--- config.mk ---
export PLATFORM = sky130hd
export DESIGN_NAME = serial_shifter16_lr_flat
export DESIGN_NICKNAME = d
export VERILOG_FILES = /design/src/rtl/serial_shifter16_lr_if.sv /design/src/rtl/serial_shifter16_lr.sv /design/src/flat_wrapper.sv
export SDC_FILE = /design/constraint.sdc
export NUM_CORES = 1
export LEC_CHECK = 0
export ABC_AREA = 1
export BUFFER_PORTS_ARGS = -buffer_cell sky130_fd_sc_hd__buf_2
export CAP_MARGIN = 10
export CORE_MARGIN = 8
export CORE_UTILIZATION = 46
export DETAILED_ROUTE_END_ITERATION = 6
export PLACE_DENSITY = 0.75
export RECOVER_POWER = 25
export SYNTH_ARGS = -nofsm -noshare
export SYNTH_HDL_FRONTEND = slang
export SYNTH_SLANG_ARGS = --single-unit
--- constraint.sdc ---
create_clock -name clk -period 1.4 [get_ports clk]
set_clock_uncertainty 0.05 [all_clocks]
set_input_delay 0 -clock clk [delete_from_list [all_inputs] [get_ports clk]]
set_output_delay 0 -clock clk [all_outputs]
set_load 0.01 [all_outputs]
--- src/rtl/serial_shifter16_lr_if.sv ---
// Request/response bundle between a 16-bit shift/rotate driver and the sequential shifter.
// Handshake: the driver raises start with x/shift/leftOrRight/rotate stable; the shifter accepts it
// on the first rising edge where it is idle (busy = 0), holds busy until the operation retires, and
// pulses done for one cycle while result carries the final value. start is not queued while busy.
interface serial_shifter16_lr_if;
  logic        start;
  logic [15:0] x;
  logic [3:0]  shift;
  logic        leftOrRight;
  logic        rotate;
  logic        busy;
  logic        done;
  logic [15:0] result;
  logic [1:0]  state_dbg;

  modport master (
    output start, x, shift, leftOrRight, rotate,
    input  busy, done, result, state_dbg
  );

  modport slave (
    input  start, x, shift, leftOrRight, rotate,
    output busy, done, result, state_dbg
  );
endinterface

--- src/rtl/serial_shifter16_lr.sv ---
// Sequential 16-bit shifter/rotator: one bit position per clock, IDLE -> RUN -> DONE.
// The data register doubles as the visible result, so intermediate values show during RUN.
module serial_shifter16_lr (
  input logic                  clk,
  input logic                  reset_n,
  serial_shifter16_lr_if.slave bus
);

  typedef enum logic [1:0] {
    S_IDLE = 2'd0,
    S_RUN  = 2'd1,
    S_DONE = 2'd2
  } state_t;

  state_t      r_state;
  state_t      w_next;
  logic [15:0] r_data;
  logic [3:0]  r_count;
  logic        r_left;
  logic        r_rot;
  logic [15:0] w_step;

  // Single-position step; the fill bit is either zero or the bit falling off the other end.
  always_comb begin
    w_step = r_data;
    case ({r_left, r_rot})
      2'b10:   w_step = {r_data[14:0], 1'b0};
      2'b00:   w_step = {1'b0, r_data[15:1]};
      2'b11:   w_step = {r_data[14:0], r_data[15]};
      2'b01:   w_step = {r_data[0], r_data[15:1]};
      default: w_step = r_data;
    endcase
  end

  always_ff @(posedge clk or negedge reset_n) begin
    if (!reset_n) begin
      r_state <= S_IDLE;
    end else begin
      r_state <= w_next;
    end
  end

  always_comb begin
    w_next = r_state;
    case (r_state)
      S_IDLE:  if (bus.start) w_next = S_RUN;
      S_RUN:   if (r_count == 4'd0) w_next = S_DONE;
      S_DONE:  w_next = S_IDLE;
      default: w_next = S_IDLE;
    endcase
  end

  // Operands are captured only on acceptance, so later input changes cannot disturb a run.
  always_ff @(posedge clk or negedge reset_n) begin
    if (!reset_n) begin
      r_data  <= 16'h0000;
      r_count <= 4'd0;
      r_left  <= 1'b0;
      r_rot   <= 1'b0;
    end else begin
      case (r_state)
        S_IDLE: begin
          if (bus.start) begin
            r_data  <= bus.x;
            r_count <= bus.shift;
            r_left  <= bus.leftOrRight;
            r_rot   <= bus.rotate;
          end
        end
        S_RUN: begin
          if (r_count != 4'd0) begin
            r_data  <= w_step;
            r_count <= r_count - 4'd1;
          end
        end
        default: ;
      endcase
    end
  end

  assign bus.busy      = (r_state == S_RUN) || (r_state == S_DONE);
  assign bus.done      = (r_state == S_DONE);
  assign bus.result    = r_data;
  assign bus.state_dbg = r_state;

endmodule

--- src/flat_wrapper.sv ---
// flat-port wrapper written by rule: the top's interface ports become plain ports
module serial_shifter16_lr_flat 
  (clk, reset_n, bus_start, bus_x, bus_shift, bus_leftOrRight, bus_rotate, bus_busy, bus_done, bus_result, bus_state_dbg);
  serial_shifter16_lr_if bus_i ();
  input logic clk;
  input logic reset_n;
  input wire logic [$bits(bus_i.start)-1:0] bus_start;
  input wire logic [$bits(bus_i.x)-1:0] bus_x;
  input wire logic [$bits(bus_i.shift)-1:0] bus_shift;
  input wire logic [$bits(bus_i.leftOrRight)-1:0] bus_leftOrRight;
  input wire logic [$bits(bus_i.rotate)-1:0] bus_rotate;
  output wire logic [$bits(bus_i.busy)-1:0] bus_busy;
  output wire logic [$bits(bus_i.done)-1:0] bus_done;
  output wire logic [$bits(bus_i.result)-1:0] bus_result;
  output wire logic [$bits(bus_i.state_dbg)-1:0] bus_state_dbg;
  assign bus_i.start = bus_start;
  assign bus_i.x = bus_x;
  assign bus_i.shift = bus_shift;
  assign bus_i.leftOrRight = bus_leftOrRight;
  assign bus_i.rotate = bus_rotate;
  assign bus_busy = bus_i.busy;
  assign bus_done = bus_i.done;
  assign bus_result = bus_i.result;
  assign bus_state_dbg = bus_i.state_dbg;
  serial_shifter16_lr u_core (.clk(clk), .reset_n(reset_n), .bus(bus_i));
endmodule
==> reports/results.tsv <==
stage	metric	value	unit
setup_path	crit path max-delay cell type	dfrtp_2	
die	core area	0.003053	sq mm
synth	Yosys cell types	23	
sta	Min Hold Slack	0.1592	ns
setup_path	flop-to-flop setup slack	-0.03	ns
synth	Post-Synth Adder-Cell Area	4.209	%
die	Die ar.	0.005306	sq mm
die	die width	72.85	um
placed_design	Setup WS pre-CTS	-0.05866	ns
synth	Seq cells post-synth	24	
power	Comb pwr share	68.5	%
setup_path	crit path buf inv count	1	
grt	vias in the first global route	1507	
synth	Synthesis Warnings	0	
sta	Slew HR	60.20	%
final_layout	Post-layout nets	310	
synth	Simple-Gate Fraction of Synth Area	26.52	%
drt	residual DRC count	0	
sta	measured slew at the worst slew-check pin	0.5969	ns
grt	global-route wire length before repair	7162	um
synth	Cell Area, Synth	0.001486	sq mm
final_layout	Synth-to-Final Area Change	48.06	%
power	Clk pwr share	6.0	%
sta	Final Hold Fails	0	
grt	total global-route track usage	16.74	%
sta	RSZ-0062 raised after global routing	true	
drt	Vias	1584	
clock_network	Worst-path clk slew	0.12	ns
sta	fmax	0.7002	GHz
drt	Iter 0 DRT Violations	139	
setup_path	CP max stage delay	0.46	ns
setup_path	crit path DAT	1.59	ns
synth	Mapped Nets	232	
power	Static Leakage	1.158	nW
clock_network	number of H-tree levels	1	
synth	compound-gate portion of the synthesized area	16.67	%
final_layout	Inserted Diodes	0	
placed_design	dpl hpwl	2627	um
die	Die Ht	72.85	um
drt	DRT Pass-1 Iters	6	
drt	Via density	4.904	
sta	min Tclk post-route	1.428	ns
setup_path	Setup CP Type	register to register	
sta	final setup fails	17	
power	sw power	2.578	mW
min_path	Min-Delay Path Class	input port to async pin	
drt	total wire length	4366	um
run_status	status	finished, violations left	
clock_network	CTS sink cnt	24	
clock_network	clk_lat worst skew	0.31	ns
grt	total gr overflow	0	
setup_path	Critical Path End Type	register	
sta	PnR worst setup slack	-0.02808	ns
sta	TNS Setup	-0.2183	ns
drt	Final ANT Viol Nets	0	
synth	Gate Count Post-Synth	202	
power	VDD IR max	1.279	mV
run_status	failing checks	negative setup slack	
synth	Mean Syn Cell Area	7.359	sq um
power	Reg power frac	25.5	%
placed_design	gp weighted congestion	0.7593	
setup_path	Crit Path Max Fanout	9	
final_layout	fin util	72.09	%
placed_design	Post-DP Area	0.001793	sq mm
clock_network	Inserted Clock Buffers	3	
die	I/O pins	45	
sta	Slew Viols, Final	0	
synth	post-synthesis xor/xnor area fraction	0	%
setup_path	required time worst endpoint	1.56	ns
setup_path	CP delay by family, top	simple AND/OR/NAND/NOR gates	
die	initial cell density of the core	48.69	%
power	switching part of the total	49.47	%
clock_network	CTS tree	done	
clock_network	clk buf depth	2	
setup_path	CP cell instances	inv_2, ha_4, nand2_4, nand3_4, nand2_8, nand2_1, o21ai_1	
final_layout	fin area	0.002201	sq mm
synth	largest family of logic cells by synthesized area	simple AND/OR/NAND/NOR gates	
power	internal power	2.633	mW
power	pwr/cell area	2368	mW/mm^2
grt	pin count of the biggest net entering global routing	31	
grt	initial antenna violation count	0	
placed_design	port buffer count	44	
setup_path	Startpoint Class	register	
synth	mux contribution to synthesized area	1.431	%
drt	Avg WL per Cell	13.52	um
clock_network	CTS Root Cell	clkbuf_4	
synth	Seq/Total Area, Yosys	40.40	%
final_layout	Fillers	247	
die	FP Rows	20	
final_layout	fraction of layout cells with a size suffix above 1	29.03	%
job	max_cap viols	0	
sta	post-route clock period utilization	102.0	%
[cell families (layout without fill, tap and decap cells)]
kind of cell,after synthesis,after routing
muxes,2,2
DFF,24,24
AOI/OAI and AO/OA,43,43
and+or+nand+nor,94,97
adders and majority gates,5,5
buffers and inverters,34,108
[cells in the mapped netlist]
| master | n | area (sq um) |
|---|---|---|
| nand2_4 | 1 | 11.26 |
| inv_1 | 21 | 78.83 |
| mux2i_1 | 1 | 10.01 |
| nand3_2 | 3 | 30.03 |
| nor2_1 | 4 | 15.01 |
| buf_2 | 5 | 25.02 |
| o21ai_1 | 23 | 115.1 |
| nand4_1 | 1 | 6.260 |
| ha_1 | 5 | 62.56 |
| o211ai_1 | 13 | 97.59 |
| nand3_1 | 4 | 20.02 |
| or2_2 | 1 | 6.260 |
| inv_2 | 3 | 11.26 |
| buf_6 | 3 | 33.78 |
| o21ai_0 | 3 | 15.01 |
| a21oi_1 | 4 | 20.02 |
| dfrtp_1 | 24 | 600.6 |
| mux2_2 | 1 | 11.26 |
| buf_4 | 1 | 7.510 |
| nand2_2 | 1 | 6.260 |
| or2_1 | 1 | 6.260 |
| clkbuf_1 | 1 | 3.750 |
| nand2_1 | 78 | 292.8 |
[path summary, 6_finish.rpt]
check / startpoint / endpoint / depth (start not counted)
worst max-delay path: u_core.bus.state_dbg[0]$_DFFE_PN0P_ / u_core.bus.result[14]$_DFFE_PN0P_ / 7
worst min-delay path: reset_n / u_core.bus.state_dbg[1]$_DFFE_PN0P_ / 2
worst max register to register: u_core.bus.state_dbg[0]$_DFFE_PN0P_ / u_core.bus.result[14]$_DFFE_PN0P_ / 7
worst min register to register: u_core.r_count[1]$_DFFE_PN0P_ / u_core.r_count[1]$_DFFE_PN0P_ / 2
max in group asynchronous: reset_n / u_core.bus.state_dbg[0]$_DFFE_PN0P_ / 2
min in group clk: bus_rotate / u_core.r_rot$_DFFE_PN0P_ / 3
[registers in the layout, summed over array words and instances (netlist names)]
| name | cells |
|---|---|
| u_core.bus.result | 16 |
| u_core.bus.state_dbg | 2 |
| u_core.r_count | 4 |
| u_core.r_left | 1 |
| u_core.r_rot | 1 |
[placed cells by master, fill, tap and decap left out, drive strengths merged]
cell and n:
nand2 83, buf 55, o21ai 26, dlygate4sd3 24
dfrtp 24, inv 24, o211ai 13, nand3 7
clkbuf 5, ha 5, nor2 4, a21oi 4
or2 2, nand4 1, mux2i 1, mux2 1
[timing repair]
| item | 4_1_cts | 5_1_grt |
|---|---|---|
| hold buffers | 24 | 0 |
| gates cloned | 2 | 1 |
| endpoints found under the hold margin | 46 | 0 |
| pin swaps | 2 | 4 |
| resized for setup | 5 | 11 |
| buffers inserted | 0 | 4 |
| endpoints found under the setup margin | 19 | 22 |
[stage by stage]
step                power (mW)  cells
global route             5.680    323
detailed placement       4.251    288
global placement         4.180    288
floorplan                3.450    202
CTS                      4.907    318
finish                   5.212    323
[layout make-up]
type	instances	area (sq um)	share of cell area, %
clock buffer	4	26.28	1.194
inverter	24	90.09	4.093
multi-input combinational	147	844.6	38.37
sequential	24	601.8	27.35
tap	44	55.05	2.501
timing repair buffer	80	583.1	26.49
[power groups by stage]
stage	logic [mW]	clock network (mW)	registers, mW
2_1_floorplan	2.05	0	1.40
3_3_place_gp	2.86	0	1.32
3_5_place_dp	2.92	0	1.33
4_1_cts	3.26	0.326	1.32
5_1_grt	3.93	0.364	1.39
6_report	3.57	0.314	1.33
[routing by layer]
| layer | GRT usage (%) | wire [um] | vias to the layer above |
|---|---|---|---|
| met5 | 0 | 0 | - |
| met4 | 2.667 | 36 | 0 |
| met3 | 4.396 | 204 | 4 |
| met2 | 28.23 | 2233 | 43 |
| met1 | 21.02 | 1892 | 731 |
| li1 | - | - | 806 |
Note: power is estimated with default switching activity, not from simulation.
